`src/rtl/axi_cfg_regfile.sv`:
```
// AXI4-Lite register file: NRW byte-strobed control registers, NRO sampled status
// registers, independent AW/W capture, one-cycle write pulses per control register.
module axi_cfg_rw_lane #(
  parameter int          DW  = 32,
  parameter logic [DW-1:0] RST = '0
) (
  input  logic            clk,
  input  logic            rst_n,
  input  logic            we,
  input  logic [DW-1:0]   wdata,
  input  logic [DW/8-1:0] wstrb,
  output logic [DW-1:0]   q
);
  logic [DW-1:0] reg_d, reg_q;

  always_comb begin
    reg_d = reg_q;
    if (we)
      for (int b = 0; b < DW/8; b++)
        if (wstrb[b]) reg_d[b*8 +: 8] = wdata[b*8 +: 8];
  end

  always_ff @(posedge clk or negedge rst_n)
    if (!rst_n) reg_q <= RST;
    else        reg_q <= reg_d;

  assign q = reg_q;
endmodule

module axi_cfg_regfile #(
  parameter int          C_S_AXI_DATA_WIDTH = 32,
  parameter int          C_S_AXI_ADDR_WIDTH = 9,
  parameter int          C_NUM_RW_REGS      = 4,
  parameter int          C_NUM_RO_REGS      = 2,
  parameter logic [63:0] C_RW_RESET_VALUE   = 64'h0
) (
  input  logic                                          S_AXI_ACLK,
  input  logic                                          S_AXI_ARESETN,
  input  logic [C_S_AXI_ADDR_WIDTH-1:0]                 S_AXI_AWADDR,
  input  logic                                          S_AXI_AWVALID,
  output logic                                          S_AXI_AWREADY,
  input  logic [C_S_AXI_DATA_WIDTH-1:0]                 S_AXI_WDATA,
  input  logic [C_S_AXI_DATA_WIDTH/8-1:0]               S_AXI_WSTRB,
  input  logic                                          S_AXI_WVALID,
  output logic                                          S_AXI_WREADY,
  output logic [1:0]                                    S_AXI_BRESP,
  output logic                                          S_AXI_BVALID,
  input  logic                                          S_AXI_BREADY,
  input  logic [C_S_AXI_ADDR_WIDTH-1:0]                 S_AXI_ARADDR,
  input  logic                                          S_AXI_ARVALID,
  output logic                                          S_AXI_ARREADY,
  output logic [C_S_AXI_DATA_WIDTH-1:0]                 S_AXI_RDATA,
  output logic [1:0]                                    S_AXI_RRESP,
  output logic                                          S_AXI_RVALID,
  input  logic                                          S_AXI_RREADY,
  output logic [C_NUM_RW_REGS*C_S_AXI_DATA_WIDTH-1:0]   rw_regs,
  input  logic [C_NUM_RO_REGS*C_S_AXI_DATA_WIDTH-1:0]   ro_in,
  output logic [C_NUM_RW_REGS-1:0]                      wr_pulse
);
  localparam int DW  = C_S_AXI_DATA_WIDTH;
  localparam int SW  = DW/8;
  localparam int IW  = C_S_AXI_ADDR_WIDTH-2;
  localparam int NRW = C_NUM_RW_REGS;
  localparam int NRO = C_NUM_RO_REGS;

  logic                          rdy_q;
  logic                          aw_held_d, aw_held_q, w_held_d, w_held_q;
  logic [IW-1:0]                 awidx_d, awidx_q;
  logic [DW-1:0]                 wdata_d, wdata_q;
  logic [SW-1:0]                 wstrb_d, wstrb_q;
  logic                          bvalid_d, bvalid_q, rvalid_d, rvalid_q;
  logic [1:0]                    bresp_d, bresp_q, rresp_d, rresp_q;
  logic [DW-1:0]                 rdata_d, rdata_q;
  logic [NRW-1:0]                wr_pulse_d, wr_pulse_q;
  logic [NRO-1:0][DW-1:0]        ro_q;
  logic [NRW-1:0][DW-1:0]        rw_q;
  logic                          aw_hs, w_hs, ar_hs, commit, w_is_rw;
  logic [IW-1:0]                 widx, ridx;
  logic [DW-1:0]                 w_data_eff;
  logic [SW-1:0]                 w_strb_eff;
  logic                          unused_addr_lsbs;

  assign unused_addr_lsbs = ^{S_AXI_AWADDR[1:0], S_AXI_ARADDR[1:0]};

  // READY signals come from flops only; rdy_q keeps them low during and just after reset.
  assign S_AXI_AWREADY = rdy_q & ~aw_held_q & ~bvalid_q;
  assign S_AXI_WREADY  = rdy_q & ~w_held_q & ~bvalid_q;
  assign S_AXI_ARREADY = rdy_q & ~rvalid_q;

  assign aw_hs = S_AXI_AWVALID & S_AXI_AWREADY;
  assign w_hs  = S_AXI_WVALID & S_AXI_WREADY;
  assign ar_hs = S_AXI_ARVALID & S_AXI_ARREADY;
  assign ridx  = S_AXI_ARADDR[C_S_AXI_ADDR_WIDTH-1:2];

  always_comb begin
    widx       = aw_held_q ? awidx_q : S_AXI_AWADDR[C_S_AXI_ADDR_WIDTH-1:2];
    w_data_eff = w_held_q ? wdata_q : S_AXI_WDATA;
    w_strb_eff = w_held_q ? wstrb_q : S_AXI_WSTRB;
    commit     = (aw_held_q | aw_hs) & (w_held_q | w_hs) & ~bvalid_q;
    w_is_rw    = int'(widx) < NRW;

    awidx_d   = aw_hs ? S_AXI_AWADDR[C_S_AXI_ADDR_WIDTH-1:2] : awidx_q;
    wdata_d   = w_hs ? S_AXI_WDATA : wdata_q;
    wstrb_d   = w_hs ? S_AXI_WSTRB : wstrb_q;
    aw_held_d = aw_held_q | aw_hs;
    w_held_d  = w_held_q | w_hs;
    bvalid_d  = bvalid_q;
    bresp_d   = bresp_q;
    if (bvalid_q & S_AXI_BREADY) begin
      aw_held_d = 1'b0;
      w_held_d  = 1'b0;
      bvalid_d  = 1'b0;
    end
    if (commit) begin
      bvalid_d = 1'b1;
      bresp_d  = w_is_rw ? 2'b00 : 2'b10;
    end
    for (int i = 0; i < NRW; i++)
      wr_pulse_d[i] = commit & (int'(widx) == i);
  end

  // Registers update on the same edge the read samples them, so a coincident read sees the old value.
  always_comb begin
    rvalid_d = rvalid_q;
    rdata_d  = rdata_q;
    rresp_d  = rresp_q;
    if (rvalid_q & S_AXI_RREADY) rvalid_d = 1'b0;
    if (ar_hs) begin
      rvalid_d = 1'b1;
      rdata_d  = '0;
      rresp_d  = 2'b10;
      for (int i = 0; i < NRW; i++)
        if (int'(ridx) == i) begin
          rdata_d = rw_q[i];
          rresp_d = 2'b00;
        end
      for (int i = 0; i < NRO; i++)
        if (int'(ridx) == NRW + i) begin
          rdata_d = ro_q[i];
          rresp_d = 2'b00;
        end
    end
  end

  always_ff @(posedge S_AXI_ACLK or negedge S_AXI_ARESETN)
    if (!S_AXI_ARESETN) begin
      rdy_q      <= 1'b0;
      aw_held_q  <= 1'b0;
      w_held_q   <= 1'b0;
      awidx_q    <= '0;
      wdata_q    <= '0;
      wstrb_q    <= '0;
      bvalid_q   <= 1'b0;
      bresp_q    <= 2'b00;
      rvalid_q   <= 1'b0;
      rresp_q    <= 2'b00;
      rdata_q    <= '0;
      wr_pulse_q <= '0;
      ro_q       <= '0;
    end else begin
      rdy_q      <= 1'b1;
      aw_held_q  <= aw_held_d;
      w_held_q   <= w_held_d;
      awidx_q    <= awidx_d;
      wdata_q    <= wdata_d;
      wstrb_q    <= wstrb_d;
      bvalid_q   <= bvalid_d;
      bresp_q    <= bresp_d;
      rvalid_q   <= rvalid_d;
      rresp_q    <= rresp_d;
      rdata_q    <= rdata_d;
      wr_pulse_q <= wr_pulse_d;
      ro_q       <= ro_in;
    end

  for (genvar g = 0; g < NRW; g++) begin : g_rw
    axi_cfg_rw_lane #(.DW(DW), .RST(C_RW_RESET_VALUE[DW-1:0])) u_lane (
      .clk   (S_AXI_ACLK),
      .rst_n (S_AXI_ARESETN),
      .we    (wr_pulse_d[g] & w_is_rw),
      .wdata (w_data_eff),
      .wstrb (w_strb_eff),
      .q     (rw_q[g])
    );
  end

  assign S_AXI_BVALID = bvalid_q;
  assign S_AXI_BRESP  = bresp_q;
  assign S_AXI_RVALID = rvalid_q;
  assign S_AXI_RRESP  = rresp_q;
  assign S_AXI_RDATA  = rdata_q;
  assign wr_pulse     = wr_pulse_q;
  assign rw_regs      = rw_q;
endmodule

```
`config.mk`:
```
export PLATFORM = sky130hd
export DESIGN_NAME = axi_cfg_regfile
export DESIGN_NICKNAME = d
export VERILOG_FILES = /design/src/rtl/axi_cfg_regfile.sv
export SDC_FILE = /design/constraint.sdc
export NUM_CORES = 1
export LEC_CHECK = 0
export ABC_AREA = 1
export BUFFER_PORTS_ARGS = -buffer_cell sky130_fd_sc_hd__buf_2
export CAP_MARGIN = 15
export CORE_ASPECT_RATIO = 0.6
export CORE_MARGIN = 2
export CORE_UTILIZATION = 50
export CTS_BUF_LIST = sky130_fd_sc_hd__clkbuf_16
export DETAILED_ROUTE_END_ITERATION = 12
export PLACE_DENSITY = 0.83
export SLEW_MARGIN = 30
export SYNTH_ARGS = -nofsm -noshare
export SYNTH_HDL_FRONTEND = slang
export SYNTH_HIERARCHICAL = 1
export SYNTH_SLANG_ARGS = --single-unit
```
`constraint.sdc`:
```
create_clock -name S_AXI_ACLK -period 2.05 [get_ports S_AXI_ACLK]
set_input_delay 0.1025 -clock S_AXI_ACLK [delete_from_list [all_inputs] [get_ports S_AXI_ACLK]]
set_output_delay 0.1025 -clock S_AXI_ACLK [all_outputs]
set_load 0.02 [all_outputs]
```
==> results.toml <==
[run_status]
status = "finished, violations left"
violations = "negative setup slack"

[grt]
overflow = 0
grt_max_degree = 73
grt_first_pass_wirelength_mm = 63.62
grt.total_usage_pct = 31.74
grt_pass1_vias = 11890
antenna_found_initial = 1

[job]
max_cap_violations = 0

[sta]
timing.fmax_mhz = 471.0
whs_ns = 0.08356
setup_slack_ns = -0.07333
tightest_slew_ns = 0.7687
rsz0062_at_grt = "true"
slew_headroom_pct = 48.21
skew_ns = 0.009572
slew_viol_final = 0
setup_viol = 24
fin_crit_sh_pct = 103.6
hold_viol_final = 0
period_minus_slack_ns = 2.123
setup_tns_ns = -0.3930

[placement]
numPortBuffers = 291
hpwl_mm = 27.34
place_congestion = 0.8682

[synthesis]
synth_edf_count = 0
synthArstFlopShare_pct = 100.0
synth_top_area_share_pct = 56.73
netlist_area_um2 = 12260
yosys-top-cells-count = "nand2_1, dfrtp_1, nand3_1"
synth_seq_cells = 278
synth.distinct_cells = 32
yosysSeqAreaShare_pct = 56.73
yosys_warnings = 6
netlist_instances = 1465
synth_top_area_cell = "dfrtp_1"
synthTopCellsByArea = "dfrtp_1, nand2_1, nand3_1"
synth_most_common_cell = "nand2_1"
synth.avg_cell_area_um2 = 8.370
ys.flop_type = "dfrtp_1"

[routing]
vias = 12250
dr_wl_met3_mm = 4.252
wl_met2_mm = 19.84
top_layer_used = "met4"
drt-vias-per-instance = 5.461
wl_per_cell_um = 18.92
wirelength_mm = 42.45
first_iter_violations = 1085
post-route-drc-count = 0
wl_met1_mm = 16.25
first_pass_iters = 6
drt.antenna.violating_nets = 0

[finish]
syn_to_final_growth_pct = 37.12
layout-drive-gt1-share_pct = 25.40
nets = 2027

[setup_path]
required_ns = 2.47
worstPathMaxFanout = 27
cpMaxStageDelayCell = "dfrtp_2"
crit_type = "flop to flop"
worst-path-buf-inv = 3
slowest_delay_ns = 0.46
startpoint_type = "flop"
worstPathArrival_ns = 2.54
cp_top_family = "simple AND/OR/NAND/NOR gates"
crit_path_cell_trace = "buf_12, inv_1, nand2_2, nand4_1, nor2_2, buf_12, nand2_2, nand2_1, nand2_1"
endpoint_kind = "flop"

[clock_tree]
cts_buffers = 27
cts_tree = "built"
clock-sinks = 278
clock_latency_ns = 0.55
clkTransAtPathRegs_ns = 0.07
cts_root_buffer = "clkbuf_16"
clockBufferDepth = 3
cts-htree-levels = 1

[power_and_ir_drop]
peakVddDrop_mv = 0.5907
leakagePower_uw = 0.009368
power.total_uw = 18250
power_density_nw_per_um2 = 1085

[die]
fp.dieH_um = 125.3
initial_core_util_pct = 50.85
core_area_um2 = 24110
chipWidth_um = 206.2
die_area_um2 = 25830
rows = 44
io_pins = 298

[hold_path]
hold_path.class = "input pin to flop"
## power breakdown
part           switching, uW  internal (uW)
Clock                   2220           3150
Combinational           3570           1910
Sequential               863           6540
Total                   6650          11600
## stage by stage
| stage | cells | utilization, % | cell area, um^2 | worst slack, ns |
|---|---|---|---|---|
| global placement | 2058 | 59.19 | 14270 | 0.03385 |
| CTS | 2221 | 68.09 | 16420 | 0.0009199 |
| global route | 2244 | 69.73 | 16810 | -0.1367 |
| detailed placement | 2058 | 59.19 | 14270 | -0.05910 |
| finish | 2244 | 69.73 | 16810 | -0.07333 |
| floorplan | 1466 | - | 12270 | 0.01755 |
## worst paths after layout
kind                            slack, ns            start                    to  cells after the start
worst max-delay path                -0.07         w_held_q  g_rw[0].u_lane/q[30]                      9
min in group asynchronous            0.10    S_AXI_ARESETN            wdata_q[5]                      2
worst max register to register      -0.07         w_held_q  g_rw[0].u_lane/q[30]                      9
worst min register to register       0.48  S_AXI_RDATA[16]       S_AXI_RDATA[16]                      2
max in group asynchronous            1.19    S_AXI_ARESETN   g_rw[2].u_lane/q[2]                      3
worst min-delay path                 0.08  S_AXI_ARADDR[8]        S_AXI_RDATA[6]                      6
## state kept, by name, indices dropped and copies added (netlist names)
name / flops
wdata_q: 32
S_AXI_RRESP: 1
S_AXI_BRESP: 1
aw_held_q: 1
wr_pulse: 4
w_held_q: 1
awidx_q: 7
rdy_q: 1
S_AXI_RDATA: 32
wstrb_q: 4
S_AXI_BVALID: 1
g_rw.u_lane/q: 128
ro_q: 64
S_AXI_RVALID: 1
## cell usage in the layout (no fill, tap or decap), drive strengths merged, types with 7 or more instances in the layout
| cell type | synthesis | final |
|---|---|---|
| buf | 52 | 368 |
| clkbuf | 25 | 31 |
| clkinv | 0 | 10 |
| dfrtp | 278 | 278 |
| dlygate4sd3 | 0 | 112 |
| inv | 112 | 113 |
| nand2 | 550 | 550 |
| nand3 | 208 | 208 |
| nand4 | 7 | 7 |
| nor2 | 72 | 72 |
| o21ai | 143 | 143 |
## area by class of cell
cell class / instances / area, um^2
fillers: 1807 / 7300
flip-flops and latches: 278 / 6960
clock inverters: 21 / 257.7
well taps: 322 / 402.9
diodes: 1 / 2.502
repair buffers: 484 / 3505
clock buffers: 27 / 675.6
inverters: 112 / 425.4
multi-input cells: 999 / 4584
## tightest hold or removal path: stages
cell	delay, ns
buf_2	0.14
nor2_8	0.08
nand3_1	0.08
nand4_1	0.08
nand2_1	0.06
nand2_1	0.04
## routing by layer
metal,track usage (%),up-vias
li1,-,5527
met2,51.78,687
met4,14.12,0
met5,0,-
met1,40.05,5886
met3,8.133,154
## kinds of logic after synthesis
group                  synth area share [%]
buffers and inverters                 7.520
multiplexers                         0.3571
AO/OA/AOI/OAI                         6.000
other                               0.06125
flip-flops                            56.73
AND/OR/NAND/NOR                       29.33
## repair_timing
item / CTS / global route
cloned: 2 / 4
resized for setup: 5 / 38
hold endpoints to repair: 343 / 0
hold buffers: 112 / 0
endpoints found under the setup margin: 76 / 128
buffers inserted: 1 / 18
pin swaps: 1 / 21
No activity file was read; power rests on OpenSTA's default activity.
